## src/rtl/mas_seq_ctrl_if.sv

```systemverilog
// Operand stream, MAS datapath bus and result stream of the MAS sequencer.
// The controller uses the master view; the operand source, MAS unit and
// result consumer together form the slave view.
interface mas_seq_ctrl_if;
  logic              in_valid;
  logic              in_ready;
  logic [1:0]        in_sel;
  logic signed [4:0] in_din;
  logic              in_last;

  logic signed [4:0] mas_din1;
  logic signed [4:0] mas_din2;
  logic [1:0]        mas_sel;
  logic signed [4:0] mas_q;
  logic signed [4:0] mas_tdout;
  logic [1:0]        mas_tcmp;
  logic signed [3:0] mas_dout;

  logic              out_valid;
  logic              out_ready;
  logic signed [4:0] out_data;
  logic [1:0]        out_tcmp;
  logic              out_err;

  modport master (
    input  in_valid, in_sel, in_din, in_last,
    output in_ready,
    output mas_din1, mas_din2, mas_sel, mas_q,
    input  mas_tdout, mas_tcmp, mas_dout,
    output out_valid, out_data, out_tcmp, out_err,
    input  out_ready
  );

  modport slave (
    output in_valid, in_sel, in_din, in_last,
    input  in_ready,
    input  mas_din1, mas_din2, mas_sel, mas_q,
    output mas_tdout, mas_tcmp, mas_dout,
    input  out_valid, out_data, out_tcmp, out_err,
    output out_ready
  );
endinterface

```

## src/rtl/mas_seq_ctrl.sv

```systemverilog
// Sequencer that chains an operand stream through one external MAS unit,
// feeding each reduced result back as the next Din1.
//
// state | meaning
// IDLE  | waiting for the first word of a chain; Q may be reloaded
// RUN   | waiting for the next chained word
// EXEC  | MAS unit evaluating the registered operands; result sampled
// DONE  | result presented until the consumer takes it
module mas_seq_ctrl #(
  parameter int unsigned       MAX_OPS = 8,
  parameter logic signed [4:0] Q_RST   = 5'sd7
) (
  input  logic              clk,
  input  logic              rst_n,
  input  logic              q_load,
  input  logic signed [4:0] q_cfg,
  output logic [3:0]        op_cnt,
  mas_seq_ctrl_if.master    bus
);

  typedef enum logic [1:0] {IDLE, RUN, EXEC, DONE} state_t;

  localparam logic [3:0] MAX_CNT = 4'(MAX_OPS);

  state_t            state, state_nxt;
  logic signed [4:0] acc;
  logic signed [4:0] q_reg;
  logic signed [4:0] din1_r, din2_r;
  logic [1:0]        sel_r;
  logic [1:0]        tcmp_r;
  logic              term, err;
  logic              accept;
  logic [3:0]        cnt_inc;
  logic              hit_max;
  logic              tdout_unused;

  // in_ready is also held low while reset is asserted so every output reads 0
  assign bus.in_ready  = rst_n && ((state == IDLE) || (state == RUN));
  assign accept        = bus.in_valid && bus.in_ready;
  assign cnt_inc       = op_cnt + 4'd1;
  assign hit_max       = (cnt_inc == MAX_CNT);

  assign bus.mas_din1  = din1_r;
  assign bus.mas_din2  = din2_r;
  assign bus.mas_sel   = sel_r;
  assign bus.mas_q     = q_reg;
  assign bus.out_tcmp  = tcmp_r;
  // the pre-reduction value is observed by the consumer only
  assign tdout_unused  = ^bus.mas_tdout;

  // state register
  always_ff @(posedge clk or negedge rst_n) begin
    if (!rst_n) state <= IDLE;
    else        state <= state_nxt;
  end

  // next state and result presentation
  always_comb begin
    state_nxt     = state;
    bus.out_valid = 1'b0;
    bus.out_data  = '0;
    bus.out_err   = 1'b0;
    case (state)
      IDLE: if (accept) state_nxt = bus.in_last ? DONE : RUN;
      RUN:  if (accept) state_nxt = EXEC;
      EXEC: state_nxt = term ? DONE : RUN;
      DONE: begin
        bus.out_valid = 1'b1;
        bus.out_data  = acc;
        bus.out_err   = err;
        if (bus.out_ready) state_nxt = IDLE;
      end
    endcase
  end

  // accumulator, Q register, MAS operand registers and chain bookkeeping
  always_ff @(posedge clk or negedge rst_n) begin
    if (!rst_n) begin
      acc    <= '0;
      q_reg  <= Q_RST;
      din1_r <= '0;
      din2_r <= '0;
      sel_r  <= '0;
      tcmp_r <= '0;
      op_cnt <= '0;
      term   <= 1'b0;
      err    <= 1'b0;
    end else begin
      case (state)
        IDLE: begin
          // a same-cycle word still reaches its MAS step after this update
          if (q_load) q_reg <= q_cfg;
          if (accept) begin
            acc    <= bus.in_din;
            op_cnt <= 4'd1;
            tcmp_r <= 2'b00;
          end
        end
        RUN: begin
          if (accept) begin
            din1_r <= acc;
            din2_r <= bus.in_din;
            sel_r  <= bus.in_sel;
            op_cnt <= cnt_inc;
            term   <= bus.in_last || hit_max;
            err    <= hit_max && !bus.in_last;
          end
        end
        EXEC: begin
          acc    <= {bus.mas_dout[3], bus.mas_dout};
          tcmp_r <= bus.mas_tcmp;
        end
        DONE: begin
          if (bus.out_ready) begin
            op_cnt <= '0;
            err    <= 1'b0;
          end
        end
      endcase
    end
  end

endmodule

```

## src/flat_wrapper.sv

```systemverilog
// flat-port wrapper written by rule: the top's interface ports become plain ports
module mas_seq_ctrl_flat 
#(
  parameter int unsigned       MAX_OPS = 8,
  parameter logic signed [4:0] Q_RST   = 5'sd7
)
  (clk, rst_n, q_load, q_cfg, op_cnt, bus_in_valid, bus_in_sel, bus_in_din, bus_in_last, bus_in_ready, bus_mas_din1, bus_mas_din2, bus_mas_sel, bus_mas_q, bus_mas_tdout, bus_mas_tcmp, bus_mas_dout, bus_out_valid, bus_out_data, bus_out_tcmp, bus_out_err, bus_out_ready);
  mas_seq_ctrl_if bus_i ();
  input  logic clk;
  input  logic rst_n;
  input  logic q_load;
  input  logic signed [4:0] q_cfg;
  output logic [3:0] op_cnt;
  input wire logic [$bits(bus_i.in_valid)-1:0] bus_in_valid;
  input wire logic [$bits(bus_i.in_sel)-1:0] bus_in_sel;
  input wire logic [$bits(bus_i.in_din)-1:0] bus_in_din;
  input wire logic [$bits(bus_i.in_last)-1:0] bus_in_last;
  output wire logic [$bits(bus_i.in_ready)-1:0] bus_in_ready;
  output wire logic [$bits(bus_i.mas_din1)-1:0] bus_mas_din1;
  output wire logic [$bits(bus_i.mas_din2)-1:0] bus_mas_din2;
  output wire logic [$bits(bus_i.mas_sel)-1:0] bus_mas_sel;
  output wire logic [$bits(bus_i.mas_q)-1:0] bus_mas_q;
  input wire logic [$bits(bus_i.mas_tdout)-1:0] bus_mas_tdout;
  input wire logic [$bits(bus_i.mas_tcmp)-1:0] bus_mas_tcmp;
  input wire logic [$bits(bus_i.mas_dout)-1:0] bus_mas_dout;
  output wire logic [$bits(bus_i.out_valid)-1:0] bus_out_valid;
  output wire logic [$bits(bus_i.out_data)-1:0] bus_out_data;
  output wire logic [$bits(bus_i.out_tcmp)-1:0] bus_out_tcmp;
  output wire logic [$bits(bus_i.out_err)-1:0] bus_out_err;
  input wire logic [$bits(bus_i.out_ready)-1:0] bus_out_ready;
  assign bus_i.in_valid = bus_in_valid;
  assign bus_i.in_sel = bus_in_sel;
  assign bus_i.in_din = bus_in_din;
  assign bus_i.in_last = bus_in_last;
  assign bus_in_ready = bus_i.in_ready;
  assign bus_mas_din1 = bus_i.mas_din1;
  assign bus_mas_din2 = bus_i.mas_din2;
  assign bus_mas_sel = bus_i.mas_sel;
  assign bus_mas_q = bus_i.mas_q;
  assign bus_i.mas_tdout = bus_mas_tdout;
  assign bus_i.mas_tcmp = bus_mas_tcmp;
  assign bus_i.mas_dout = bus_mas_dout;
  assign bus_out_valid = bus_i.out_valid;
  assign bus_out_data = bus_i.out_data;
  assign bus_out_tcmp = bus_i.out_tcmp;
  assign bus_out_err = bus_i.out_err;
  assign bus_i.out_ready = bus_out_ready;
  mas_seq_ctrl #(.MAX_OPS(MAX_OPS), .Q_RST(Q_RST)) u_core (.clk(clk), .rst_n(rst_n), .q_load(q_load), .q_cfg(q_cfg), .op_cnt(op_cnt), .bus(bus_i));
endmodule
```

## config.mk

```make
export PLATFORM = sky130hd
export DESIGN_NAME = mas_seq_ctrl_flat
export DESIGN_NICKNAME = d
export VERILOG_FILES = /design/src/rtl/mas_seq_ctrl_if.sv /design/src/rtl/mas_seq_ctrl.sv /design/src/flat_wrapper.sv
export SDC_FILE = /design/constraint.sdc
export NUM_CORES = 1
export LEC_CHECK = 0
export ABC_CLOCK_PERIOD_IN_PS = 1300
export CAP_MARGIN = 15
export CORE_ASPECT_RATIO = 0.9
export CORE_MARGIN = 2
export CORE_UTILIZATION = 55
export CTS_CLUSTER_SIZE = 30
export DETAILED_ROUTE_END_ITERATION = 8
export DONT_BUFFER_PORTS = 1
export HOLD_SLACK_MARGIN = 0.05
export PLACE_DENSITY = 0.83
export SLEW_MARGIN = 25
export SYNTH_ARGS = -nofsm -noshare
export SYNTH_HDL_FRONTEND = slang
export SYNTH_SLANG_ARGS = --single-unit
export TNS_END_PERCENT = 20
```

## constraint.sdc

```tcl
create_clock -name clk -period 1.3 [get_ports clk]
set_clock_uncertainty 0.1 [all_clocks]
set_input_delay 0.26 -clock clk [delete_from_list [all_inputs] [get_ports clk]]
set_output_delay 0.26 -clock clk [all_outputs]
set_load 0.02 [all_outputs]
```

-- Word-level counts from Yosys, hierarchy flattened
Index checks and enable logic that the tools add are counted.
- register bits after elaboration: 32
- output and inout port bits: 31
- word-level logic and storage cells: 54
- add/subtract/negate cells: 1
- eq/ne operators: 7
- multiplexer cells: 20
- reduce and logical (&&, ||, !) cells: 16
- operator list (kind ; count):
    2-bit 2-to-1 mux ; 6
    4-bit 2-to-1 mux ; 3
    4-bit case mux with 3 select lines ; 1
    5-bit 2-to-1 mux ; 2
    5-bit case mux with 2 select lines ; 1
    2-bit case mux with 4 select lines ; 1
    2-bit AND reduction ; 3
    3-bit AND reduction ; 2
    4-bit by 1-bit adder with 4-bit output, second input constant ; 1
    2-bit == test, second input constant ; 2
    4-bit == test, second input constant ; 1
    1-bit 2-to-1 mux ; 4
    2-bit by 1-bit inequality test with 1-bit output, second input constant ; 2
    2-bit case mux with 2 select lines ; 1
    4-bit AND reduction ; 1
    2-bit nonzero test ; 2
    1-bit logical AND ; 3
    3-bit nonzero test ; 1
    2-bit by 1-bit == test with 1-bit output, second input constant ; 1
    2-bit logical NOT ; 1
    1-bit logical OR ; 2
    2-bit inequality test, second input constant ; 1
    1-bit case mux with 2 select lines ; 1
    1-bit logical NOT ; 1

-- Longest topological paths before layout
- depth in word-level cells: 6
- gate-level depth with buffers: 6

-- Least setup slack after synthesis
OpenSTA, ideal clock, no wires.
- path kind: register to register
- start: reg u_core.op_cnt[0]
- end: reg u_core.op_cnt[2]
- arrival: 1.153 ns
- required time: 1.065 ns
- path slack: -0.089 ns
- cell stages (with the launch flop): 5
- path buffers: 0
- path through: dfrtp_1 > ha_1 > nor2b_1 > o311ai_0 > o21ai_1
- cells in the longest elaborated chain, start to end: 3
- ends and longest elaborated chain (what ; line ; text):
    start: declaration ; mas_seq_ctrl.sv:17 ; output logic [3:0] op_cnt,
    start signal: assignment ; mas_seq_ctrl.sv:104 ; op_cnt <= cnt_inc;
    4-bit by 1-bit adder with 4-bit output ; mas_seq_ctrl.sv:40 ; assign cnt_inc = op_cnt + 4'd1;
    4-bit 2-to-1 mux ; mas_seq_ctrl.sv:100 ; if (accept) begin
    4-bit case mux with 3 select lines ; mas_seq_ctrl.sv:89 ; case (state)
No other way between the ends. The select of a mux whose other input is x is not followed.
A chain may end at the register's enable or synchronous reset.

-- Worst setup path after layout
- start: reg u_core.state[1]
- end: out bus_out_data[3]
- cells in the longest elaborated chain, start to end: 2
- ends and longest elaborated chain (what ; line ; text):
    start: declaration ; mas_seq_ctrl.sv:25 ; state_t state, state_nxt;
    start signal: assignment ; mas_seq_ctrl.sv:54 ; else state <= state_nxt;
    2-bit == test ; mas_seq_ctrl.sv:63 ; case (state)
    5-bit 2-to-1 mux ; mas_seq_ctrl.sv:63 ;
    end: declaration ; flat_wrapper.sv:27 ; output wire logic [$bits(bus_i.out_data)-1:0] bus_out_data;
No other way between the ends.

==> results_dict.tcl <==
set metrics [dict create \
    io_pins 60 \
    path_clk_slew_ns 0.10 \
    multiInputGateArea_um2 754 \
    totalWireLength_um 4450 \
    ys_types 37 \
    cts-root-buf "clkbuf_4" \
    wire_per_inst_um 19.8 \
    crit_chain "buf_4, and3_4" \
    critPathLaunch "u_core.state[1]" \
    routabilityCongestion 0.814 \
    die_area_um2 3250 \
    drive_gt1_share_pct 33.3 \
    n_antenna_cell 0 \
    cp-endpoint "bus_out_data[3]" \
    antenna_found_initial 0 \
    finalMaxSlewViolations 0 \
    powerDensity_nw_per_um2 2460 \
    drtIter0Drc 115 \
    dp_cells 187 \
    arrival_ns 1.16 \
    dp_hpwl_um 2460 \
    io_buffer_count 0 \
    fin_ws_ns -0.222 \
    instances_no_fill 225 \
    via_per_inst 6.04 \
    finalSetupViolations 38 \
    seqCellArea_um2 811 \
    drc 0 \
    max_freq_mhz 657 \
    path_max_fanout 6 \
    r2r-end "u_core.bus.mas_q[4]" \
    use_met1_pct 32.1 \
    slowest_stage "dfrtp_2" \
    finish.utilization_pct 80.2 \
    synth_area_um2 1540 \
    synth_area_per_cell_um2 10.3 \
    tritoncts "yes" \
    die-height_um 54.2 \
    synth-seq-cells 32 \
    whs_ns -0.368 \
    netlist_instances 150 \
    core_area_um2 2700 \
    r2r_start "u_core.state[1]" \
    finalHoldViolCount 32 \
    htree_levels 2 \
    clock_sinks 32 \
    yosysSeqAreaShare_pct 52.1 \
    critPathKind "reg2out" \
    r2r.worst_path.cells 4 \
    syn-num-nets 180 \
    clock_latency_ns 0.34 \
    status "finished, violations left" \
    ys.flop_type "dfrtp_1" \
    drv_cap 0 \
    use_met3_pct 8.51 \
    crit_required_ns 0.94 \
    numCtsBuffers 5 \
    async_flop_share_pct 100 \
    slew_headroom_pct 78.9 \
    clock_path_buffers 2 \
    start_util_pct 57.1 \
    grt_max_degree 46 \
    grt.overflow.total 0 \
    fillers 161 \
    met2_usage_pct 43.5 \
    grt_pass1_wl_um 6110 \
    p_leak_nw 0.996 \
    rows 18 \
    critPathLaunchType "flip-flop" \
    synth_edf_count 0 \
    tightest_slew_ns 0.312 \
    first_pass_iters 4 \
    peakVddDrop_mv 1.28 \
    ant_nets 0 \
    setup.worst_path.end_class "output pin" \
    violations "negative hold slack, negative setup slack" \
    hp-class "in2async" \
    syn_to_final_growth_pct 40.5 \
    grt_setup_unrepaired "true" \
    min_period_ns 1.52 \
    fin_nets 224 \
    regToRegSetupSlack_ns -0.20 \
    grt_pass1_vias 1285 \
    yosysWarnings 0 \
    finalCritPeriodShare_pct 117 \
    grt_use_total_pct 26.3 \
    busiest_layer "met2" \
    vias 1358 \
    die_x_um 59.8 \
    slowest_delay_ns 0.46 \
]
-- what timing repair did --
item	in CTS	in global routing
gates resized for setup	23	22
setup buffers	4	3
hold buffers	21	2
pin swaps	1	5
endpoints found under the hold margin	55	34
setup endpoints to repair	43	45
-- placed cells by master, fill, tap and decap left out, types with 2 or more instances in the layout --
cell type and count:
a21oi_1 7, a22o_1 2, a22oi_1 4, and3_4 6, and4b_1 5, buf_4 15, buf_6 9, clkbuf_4 5
clkbuf_8 2, dfrtp_1 24, dfrtp_2 5, dfstp_2 3, dlygate4sd3_1 22, mux2_2 3, mux2_4 2, nand2_1 41
nand3_1 3, nor2b_1 2, o21ai_1 7
-- per-stage QoR --
stage	power, W	worst slack (ns)	cell area (µm²)	setup TNS, ns	hold WS (ns)
6_report	0.00533	-0.222	2170	-4.81	-0.368
5_1_grt	0.00561	-0.253	2170	-6.52	-0.373
4_1_cts	0.00497	-0.242	2040	-4.30	-0.501
3_5_place_dp	0.00383	-0.0885	1650	-2.00	-0.135
3_3_place_gp	0.00372	-0.0672	1650	-1.25	-0.135
2_1_floorplan	0.00335	-0.0441	1540	-0.165	-0.136
-- final cells by class --
type                       instances  share of cell area (%)
sequential                        32                    37.4
multi-input combinational        107                    34.8
timing repair buffer              48                    21.7
clock buffer                       7                    3.00
tap                               30                    1.73
clock inverter                     1                    1.39
-- cell usage after synthesis (all sizes together), types with 2 or more instances --
master	count	share of area (%)
o21ai	7	2.3
and3	6	2.4
mux2	5	3.6
buf	8	3.8
a22o	2	1.1
nor2b	3	1.2
o31ai	2	0.97
nand2	42	10
a22oi	5	2.4
clkbuf	3	0.73
nand3	4	1.3
a21oi	7	2.3
dfrtp	29	47
and4b	6	3.9
dfstp	3	5.1
-- sequential cells by signal, indices dropped and copies added (netlist names) --
name                 flops
u_core.acc               5
u_core.bus.mas_din1      5
u_core.bus.mas_din2      5
u_core.bus.mas_q         5
u_core.op_cnt            4
u_core.bus.mas_sel       2
u_core.bus.out_tcmp      2
u_core.state             2
u_core.err               1
u_core.term              1
-- kinds of logic (layout without fill, tap and decap cells) --
logic type,Yosys count,after routing,synth area share (%)
simple gates,68,68,23.7
flops,32,32,52.1
compound gates,30,30,13.4
buf+inv,11,56,4.54
mux,6,6,4.30
xor+xnor,2,2,1.14
fa+ha+maj,1,1,0.811
-- power by group --
part           switching, W  internal [W]
Combinational       0.00107       0.00113
Sequential         0.000772       0.00149
Clock              0.000351      0.000510
-- worst max-delay path: cells and delay by family, from the launching register on --
kind / cells / cell delay, ns
buf+inv: 1 / 0.17
flops: 1 / 0.46
simple gates: 1 / 0.20
-- per-layer routing --
metal | part of all wire (%) | wire [µm]
met5 | 0 | 0
met4 | 3.1 | 140
met3 | 7.0 | 314
met2 | 50 | 2240
met1 | 39 | 1760
-- worst min path at each step --
stage	depth (start not counted)	end	from	slack, ns
3_5_place_dp	0	u_core.bus.mas_sel[0]	rst_n	-0.13
2_1_floorplan	0	u_core.acc[0]	rst_n	-0.14
3_3_place_gp	0	u_core.bus.mas_sel[0]	rst_n	-0.13
6_report	1	u_core.bus.mas_din1[2]	rst_n	-0.37
5_1_grt	1	u_core.bus.mas_sel[0]	rst_n	-0.37
4_1_cts	0	u_core.bus.mas_din1[2]	rst_n	-0.50
(Power assumes the default switching activity.)
